`config.mk`:
```
export PLATFORM = sky130hd
export DESIGN_NAME = serial_sub
export DESIGN_NICKNAME = d
export VERILOG_FILES = /design/src/rtl/serial_sub.sv
export SDC_FILE = /design/constraint.sdc
export NUM_CORES = 1
export LEC_CHECK = 0
export CAP_MARGIN = 20
export CORE_ASPECT_RATIO = 1.4
export CORE_MARGIN = 2
export CORE_UTILIZATION = 50
export CTS_CLUSTER_DIAMETER = 80
export CTS_CLUSTER_SIZE = 24
export DETAILED_ROUTE_END_ITERATION = 12
export HOLD_SLACK_MARGIN = 0.06
export PLACE_DENSITY_LB_ADDON = 0.3
export SKIP_CTS_REPAIR_TIMING = 1
export SYNTH_ARGS = -nofsm -noshare
export SYNTH_HDL_FRONTEND = slang
export SYNTH_SLANG_ARGS = --single-unit
```
`constraint.sdc`:
```
create_clock -name clk -period 2.25 [get_ports clk]
set_clock_uncertainty 0.15 [all_clocks]
set_input_delay 0.225 -clock clk [delete_from_list [all_inputs] [get_ports clk]]
set_output_delay 0.225 -clock clk [all_outputs]
set_load 0.05 [all_outputs]
```
`src/rtl/serial_sub.sv`:
```
// serial_sub: bit-serial borrow-ripple subtractor, Diff = X - Y - Bin.
// One full-subtractor cell processes one bit per clock, LSB first, under a
// start/busy/done handshake. One result is available every WIDTH+2 cycles.
// Optional feature: define SERIAL_SUB_OVF_EN to build the signed-overflow
// flag Ovf. Without it, Ovf is tied low and no extra register is built.
module serial_sub #(
    parameter int WIDTH = 4
) (
    input  logic             clk,
    input  logic             rst,
    input  logic             start,
    input  logic [WIDTH-1:0] X,
    input  logic [WIDTH-1:0] Y,
    input  logic             Bin,
    output logic             busy,
    output logic             done,
    output logic [WIDTH-1:0] Diff,
    output logic             B_out,
    output logic             Ovf
);

    localparam int CNT_W = (WIDTH > 1) ? $clog2(WIDTH) : 1;
    localparam logic [CNT_W-1:0] LAST = CNT_W'(WIDTH - 1);

    localparam logic [1:0] IDLE  = 2'd0;
    localparam logic [1:0] SHIFT = 2'd1;
    localparam logic [1:0] DONE  = 2'd2;

    logic [1:0]       state;
    logic [CNT_W-1:0] cnt;
    logic [WIDTH-1:0] xr;
    logic [WIDTH-1:0] yr;
    logic [WIDTH-1:0] sr;
    logic             b;
    logic             d;
    logic             bn;

    // Single full-subtractor cell working on the current LSBs and the borrow.
    always_comb begin
        d  = xr[0] ^ yr[0] ^ b;
        bn = (~xr[0] & yr[0]) | (~(xr[0] ^ yr[0]) & b);
    end

    // Control FSM together with the operand/result shift registers.
    always_ff @(posedge clk) begin
        if (rst) begin
            state <= IDLE;
            cnt   <= '0;
            xr    <= '0;
            yr    <= '0;
            sr    <= '0;
            b     <= 1'b0;
        end else begin
            case (state)
                IDLE: begin
                    if (start) begin
                        xr    <= X;
                        yr    <= Y;
                        b     <= Bin;
                        cnt   <= '0;
                        sr    <= '0;
                        state <= SHIFT;
                    end
                end
                SHIFT: begin
                    sr <= {d, sr[WIDTH-1:1]};
                    xr <= xr >> 1;
                    yr <= yr >> 1;
                    b  <= bn;
                    // Counter stops at its last value so it never wraps.
                    if (cnt == LAST) begin
                        state <= DONE;
                    end else begin
                        cnt <= cnt + CNT_W'(1);
                    end
                end
                DONE: begin
                    state <= IDLE;
                end
                default: begin
                    state <= IDLE;
                end
            endcase
        end
    end

    assign busy = (state == SHIFT) || (state == DONE);

    // Result registers: loaded only in DONE, with a one-cycle done pulse.
    always_ff @(posedge clk) begin
        if (rst) begin
            done  <= 1'b0;
            Diff  <= '0;
            B_out <= 1'b0;
        end else begin
            done <= (state == DONE);
            if (state == DONE) begin
                Diff  <= sr;
                B_out <= b;
            end
        end
    end

`ifdef SERIAL_SUB_OVF_EN
    logic b_msb;

    // Borrow into the MSB is the borrow register during the last SHIFT cycle;
    // overflow is its disagreement with the borrow out of the MSB.
    always_ff @(posedge clk) begin
        if (rst) begin
            b_msb <= 1'b0;
            Ovf   <= 1'b0;
        end else begin
            if ((state == SHIFT) && (cnt == LAST)) begin
                b_msb <= b;
            end
            if (state == DONE) begin
                Ovf <= b_msb ^ b;
            end
        end
    end
`else
    assign Ovf = 1'b0;
`endif

endmodule

```
==> results of run 1 <==
report_power, final:
group / switching [W] / internal [W]
Sequential: 0.0000169 / 0.000435
Clock: 0.000119 / 0.0000663
Combinational: 0.000118 / 0.0000931
kinds of logic after synthesis:
logic type | after synthesis | synth area share, %
buf+inv | 11 | 5.34
other cells | 1 | 0.348
simple gates | 34 | 15.2
compound gates | 22 | 15.1
mux | 13 | 12.5
flops | 23 | 42.7
fa+ha+maj | 7 | 8.82
area by class of cell:
class / count / area, µm² / area share [%]
clock buffer: 3 / 22.5 / 1.75
clock inverter: 1 / 5.00 / 0.389
inverter: 5 / 18.8 / 1.46
multi-input combinational: 77 / 561 / 43.6
sequential: 23 / 460 / 35.8
tap: 21 / 26.3 / 2.04
timing repair buffer: 20 / 193 / 15.0
sequential cells by signal, indices dropped and copies added (netlist names):
| register | count |
|---|---|
| yr | 4 |
| b | 1 |
| done | 1 |
| sr | 4 |
| Diff | 4 |
| cnt | 2 |
| state | 2 |
| B_out | 1 |
| xr | 4 |
stage by stage:
stage | utilization, % | hold slack (ps)
3_3_place_gp | 63.0 | 298
4_1_cts | 64.4 | 335
2_1_floorplan | - | 176
6_report | 64.4 | 331
3_5_place_dp | 63.0 | 315
5_1_grt | 64.4 | 357
per-layer routing:
metal / vias to the layer above / wire (µm)
met5: - / 0
met4: 0 / 16
met3: 2 / 54
met2: 11 / 1010
met1: 395 / 820
li1: 423 / -
synthesized netlist by cell type, drive strengths merged (2+ instances only):
cell    instances  share of area [%]
nand2b          2                1.2
ha              6                7.0
o311ai          2                1.6
nor2b           2                1.9
inv             5                1.7
o41ai           2                1.6
a211oi          6                4.2
mux2i          12                 11
a22oi           2                1.4
nand3           4                1.9
clkbuf          3                1.0
nor2           16                5.6
nand2           6                2.1
buf             3                2.6
dfxtp          23                 43
a21oi           6                3.1
worst register-to-register path, stage by stage (launching register included):
cell and delay, ps:
dfxtp_1 350, inv_1 120, ha_1 300, mux2i_1 530, a22oi_1 170, nor2_1 110
final timing paths:
check | end | cells after the start | slack (ps)
setup / recovery | Diff[1] | 1 | 410
hold reg to reg | sr[0]$_SDFFE_PP0P_ | 2 | 330
hold / removal | sr[0]$_SDFFE_PP0P_ | 2 | 330
setup reg to reg | xr[3]$_SDFFE_PP0P_ | 5 | 450
==> flow_summary.rst, run 1 <==
.. list-table::
   :header-rows: 1

   * - Metric
     - Value
   * - Starting utilization of the core area
     - 54.0%
   * - Max Cap Viol
     - 0
   * - Slowest cell delay on critical path
     - 800 ps
   * - Post-Route WL
     - 1.90 mm
   * - Mapped Avg Cell Area
     - 9.72 µm²
   * - Fin cells
     - 150
   * - Maximum VDD drop
     - 466 µV
   * - Number of placement rows
     - 19
   * - TritonRoute pass-1 iters
     - 4
   * - Number of buffers created by CTS
     - 3
   * - Seq/Total Area, Yosys
     - 42.7%
   * - Max Slew Vio Count
     - 0
   * - Pin count of the biggest net entering global routing
     - 17
   * - CP Data Arrival Time
     - 1460 ps
   * - Die boundary height
     - 59.0 µm
   * - Run status
     - completed
   * - Total power divided by cell area
     - 659 nW/µm²
   * - Most common cell after layout, fill and taps aside
     - dfxtp_1
   * - Clock tree from TritonCTS
     - yes
   * - Crit Path Class
     - reg -> out
   * - Routed via count
     - slightly above 800
   * - Average vias per placed instance
     - 5.54
   * - Count of synthesis-stage warnings from yosys
     - 0
   * - Startpoint type of the worst setup path
     - flip-flop
   * - Global Route met2 Usage
     - 30.3%
   * - Post-synthesis net count
     - 130
   * - Minimum clock period after layout
     - 1840 ps
   * - Global-route met1 utilization
     - ~20%
   * - Count of H-tree levels built during CTS
     - 1
   * - Leftover overflow at the end of global routing
     - 0
   * - Critical path's top delay family
     - buffers and inverters
   * - Worst-path cell chain
     - clkdlybuf4s50_1
   * - Path class of the lowest-slack min-delay path
     - reg -> reg
   * - Total standard cell area after synthesis
     - 1080 µm²
   * - Clock-pin slew reported for the worst setup and hold paths after clock tree synthesis
     - 130 ps
   * - Static leakage
     - 0.496 nW
   * - HPWL after DPL
     - approximately 1.5 mm
   * - Net total in the final layout
     - between 100 and 150
   * - Number of DRC violations after detailed routing
     - 0
   * - Critical path endpoint category
     - primary output
   * - Slew at the pin closest to its max-slew limit
     - 541 ps
   * - Number of flops mapped to enable cells by yosys
     - 0
   * - Clock insertion delay at the later pin of the skew report
     - about 310 ps
   * - Fill cell total of the finished layout
     - 192
   * - Core outline area
     - 2000 µm²
   * - Num Clock Sinks
     - 23
   * - Worst setup margin
     - 411 ps
   * - Standard cell with the maximum stage delay on the critical path
     - clkdlybuf4s50_1
   * - Cells after synthesis
     - 111
   * - Buffering stage count on the worst path with inverters included
     - 1
   * - GPL Wtd Cong
     - 0.767
   * - Area growth from synthesis to layout
     - 19.3%
   * - Most frequent cells in the layout
     - dfxtp_1 (23), clkdlybuf4s50_1 (17), nor2_1 (16)
   * - Horizontal extent of the die
     - about 43 µm
   * - Antenna violations before repair
     - 0
   * - Worst EP required
     - 1880 ps
   * - Most used flip-flop cell after synthesis
     - dfxtp_1
   * - Clk Tree Root Cell
     - clkbuf_4
   * - Share of cells above drive strength 1
     - 8.53%
   * - Critical path launch point
     - Diff[1]$_SDFFE_PP0P_
   * - DRC marker count from the first detailed-route iteration
     - 9
   * - Final cell area excluding filler cells
     - between 1000 and 1500 µm²
   * - Startpoint of the most critical register-to-register path
     - state[0]$_SDFFE_PP0P_
   * - # port buffers
     - 18
   * - Crit share post-route
     - 81.7%
   * - Setup repair after global routing missed its margin
     - no
   * - All-layer global routing usage
     - 16.8%
   * - Number of antenna diodes
     - 0
   * - Busiest layer in global routing
     - met2
   * - Via count of the first global-routing pass
     - 821
   * - Maximum clock path buffer count
     - 2
   * - Die Area
     - 2550 µm²
   * - Total power consumption of the routed design
     - around 0.00085 W
   * - Final count of hold timing violations
     - 0
   * - Max transition margin
     - 62.9%
   * - Setup Slack @ Placement
     - 468 ps
   * - Setup TNS
     - 0 ps
   * - Startpoint of the lowest-slack hold path
     - sr[0]$_SDFFE_PP0P_
   * - Remaining number of nets flagged by the antenna check after routing
     - 0
   * - Maximum frequency from static timing analysis
     - 544 MHz
   * - Yosys reg bits
     - 23
   * - First-pass GRT wire length
     - 3.34 mm
   * - Final number of setup-violating endpoints
     - 0
   * - Num ports
     - 20
   * - GR met3 Demand/Resource
     - under 10%
   * - Dpl cells
     - 146
   * - Fraction of registers with async set or reset after synthesis
     - 0%
   * - Post-detailed-route wirelength per cell
     - 12.7 µm
   * - Yosys cell types
     - 31
   * - Max FO, Critical Path
     - 2
   * - Placement Cell Area
     - 1260 µm²
Power figures use the tool's default switching activity.
==> run 2: changes to the inputs <==
CORE_UTILIZATION = 45   (was 50)
clock period = 1.6 ns   (was 2.25 ns; I/O delays follow)
==> run 2 against run 1 <==
Global-route usage is 0.34 points lower. Total power is 51% higher. Sequential cell count stayed put. Sequential power is 41% higher. Highest routed layer unchanged. Final area is 8.6% higher. Critical path depth is 4 higher.
==> flow_summary.rst, run 2 (same netlist as run 1, synthesis figures left out) <==
.. list-table::
   :header-rows: 1

   * - Metric
     - Value
   * - Most frequent cells in the layout
     - dfxtp_1 (21), nor2_1 (16), buf_4 (13)
   * - Number of buffers created by CTS
     - 3 (unchanged)
   * - Remaining number of nets flagged by the antenna check after routing
     - 0 (unchanged)
   * - Starting utilization of the core area
     - 46.1% (-7.9 points)
   * - Crit Path Class
     - reg -> reg
   * - CP Data Arrival Time
     - 1590 ps (+130 ps)
   * - Part of the total power dissipated in combinational logic
     - 29.8% (+5.0 points)
   * - Path class of the lowest-slack min-delay path
     - reg -> reg
   * - Crit share post-route
     - between 90% and 100%
   * - Net total in the final layout
     - 155 (+4.0%)
   * - Clock insertion delay at the later pin of the skew report
     - 310 ps (about the same)
   * - Antenna violations before repair
     - 0 (unchanged)
   * - First-pass GRT wire length
     - 3.31 mm (-1.0%)
   * - Share of cells above drive strength 1
     - 25.2% (+17 points)
   * - Max Slew Vio Count
     - 0 (unchanged)
   * - Static leakage
     - 0.564 nW (+14%)
   * - Max FO, Critical Path
     - 3 (+1)
   * - HPWL after DPL
     - 1.54 mm (+6.0%)
   * - Post-Route WL
     - 2.14 mm (+13%)
   * - Most common cell after layout, fill and taps aside
     - dfxtp_1
   * - Critical path endpoint category
     - flip-flop
   * - Area growth from synthesis to layout
     - 29.5%
   * - Via count of the first global-routing pass
     - 829 (+0.97%)
   * - Internal Pwr Total
     - 0.000893 W (+50%)
   * - Sw Share
     - 30.1% (+0.22 points)
   * - Clk Tree Root Cell
     - clkbuf_4
   * - Horizontal extent of the die
     - 45.4 µm (+4.9%)
   * - Maximum clock path buffer count
     - 2 (unchanged)
   * - Final number of setup-violating endpoints
     - 0 (unchanged)
   * - Die boundary height
     - 61.9 µm (+5.0%)
   * - Maximum frequency from static timing analysis
     - roughly 650 MHz
   * - Tightest hold margin
     - 319 ps (-11.8 ps)
   * - All-layer global routing usage
     - 16.5% (-0.34 points)
   * - Worst setup margin
     - 62.0 ps (-349 ps)
   * - Relative contribution of sequential cells to total power
     - 49.8% (-3.5 points)
   * - Num ports
     - 20 (unchanged)
   * - TritonRoute pass-1 iters
     - 4 (unchanged)
   * - Routed via count
     - 850 (+2.3%)
   * - Setup repair after global routing missed its margin
     - no
   * - Worst EP required
     - 1660 ps (-220 ps)
   * - Minimum clock period after layout
     - 1540 ps
   * - Clock tree from TritonCTS
     - yes
   * - GPL Wtd Cong
     - 0.786 (+2.5%)
   * - Max Cap Viol
     - 0 (unchanged)
   * - Number of antenna diodes
     - 0 (unchanged)
   * - Post-detailed-route wirelength per cell
     - 13.5 µm (+6.9%)
   * - Setup Slack @ Placement
     - -93.9 ps (-562 ps)
   * - Number of DRC violations after detailed routing
     - 0 (unchanged)
   * - Total power divided by cell area
     - 915 nW/µm² (+39%)
   * - Average vias per placed instance
     - 5.38 (-2.9%)
   * - # port buffers
     - 18 (unchanged)
   * - Clock-pin slew reported for the worst setup and hold paths after clock tree synthesis
     - 130 ps (about the same)
   * - Num Clock Sinks
     - 23 (unchanged)
   * - Pin count of the biggest net entering global routing
     - 21 (+4)
   * - Clock Power Share
     - 20.5% (-1.4 points)
   * - Maximum VDD drop
     - 677 µV (+45%)
   * - Fin cells
     - 158 (+5.3%)
   * - Die Area
     - 2810 µm² (+10%)
   * - Dpl cells
     - 153 (+4.8%)
   * - DRC marker count from the first detailed-route iteration
     - 20 (+11)
   * - Leftover overflow at the end of global routing
     - 0 (unchanged)
   * - Final count of hold timing violations
     - 0 (unchanged)
   * - Startpoint type of the worst setup path
     - flip-flop
   * - Number of placement rows
     - 21 (+2)
   * - Core outline area
     - 2340 µm² (+17%)
   * - Run status
     - completed
   * - Net switching power of the design
     - 0.000385 W (+52%)
   * - Count of H-tree levels built during CTS
     - 1 (unchanged)
   * - Total power consumption of the routed design
     - 0.00128 W (+51%)
## run 2: changes by cell type in the layout (fill, tap and decap cells not counted), moves of 2 or more
| cell | delta |
|---|---|
| dfxtp_1 | -2 |
| dfxtp_2 | +2 |
| ha_4 | +2 |
| ha_1 | -3 |
| buf_4 | +10 |
| o41ai_1 | -2 |
| o41ai_2 | +2 |
| clkdlybuf4s50_1 | -6 |
| o311ai_0 | -2 |
## run 2: metrics by stage
| stage | utilization, % | cell area, µm² | setup TNS [ps] |
|---|---|---|---|
| after global placement | 55.4 | 1300 | 0 |
| final | 59.7 | 1400 | 0 |
| after CTS | 56.6 | 1320 | -403 |
| after floorplan | - | 1080 | 0 |
| after global routing | 59.7 | 1400 | 0 |
| after detailed placement | 55.4 | 1300 | -190 |
## run 2: path summary, 6_finish.rpt
kind / startpoint / cells after the start / slack (ps) / endpoint
max: state[0]$_SDFFE_PP0P_ / 5 / 60 / cnt[1]$_SDFFE_PP0P_
min: sr[0]$_SDFFE_PP0P_ / 2 / 320 / sr[0]$_SDFFE_PP0P_
max reg2reg: state[0]$_SDFFE_PP0P_ / 5 / 60 / cnt[1]$_SDFFE_PP0P_
min reg2reg: sr[0]$_SDFFE_PP0P_ / 2 / 320 / sr[0]$_SDFFE_PP0P_
## run 2: layer usage
layer	wire length [µm]	global-route usage [%]	up-vias	share of wire (%)
li1	-	-	431	-
met1	969	18.8	408	45
met2	1100	28.8	9	52
met3	44	1.73	2	2.1
met4	22	10.9	0	1.0
met5	0	0	-	0
## run 2: area by class of cell
type / instances / area [µm²]
Fill cell: 215 / 942
Multi-Input combinational cell: 78 / 631
Sequential cell: 23 / 463
Timing Repair Buffer: 25 / 228
Tap cell: 23 / 28.8
Clock buffer: 3 / 22.5
Inverter: 5 / 18.8
Clock inverter: 1 / 5.00
## run 2: power groups by stage
stage | Sequential [W] | Combinational, W | Clock (W)
2_1_floorplan | 0.000642 | 0.000233 | 0
3_3_place_gp | 0.000646 | 0.000328 | 0
3_5_place_dp | 0.000648 | 0.000337 | 0
4_1_cts | 0.000635 | 0.000339 | 0.000276
5_1_grt | 0.000641 | 0.000415 | 0.000296
6_report | 0.000636 | 0.000380 | 0.000261
## run 2: worst max-delay path, cell delays in order (launching register included)
cell     delay, ps
dfxtp_2        340
buf_4          140
ha_2           190
and2_4         150
or2_4          230
o41ai_2        220
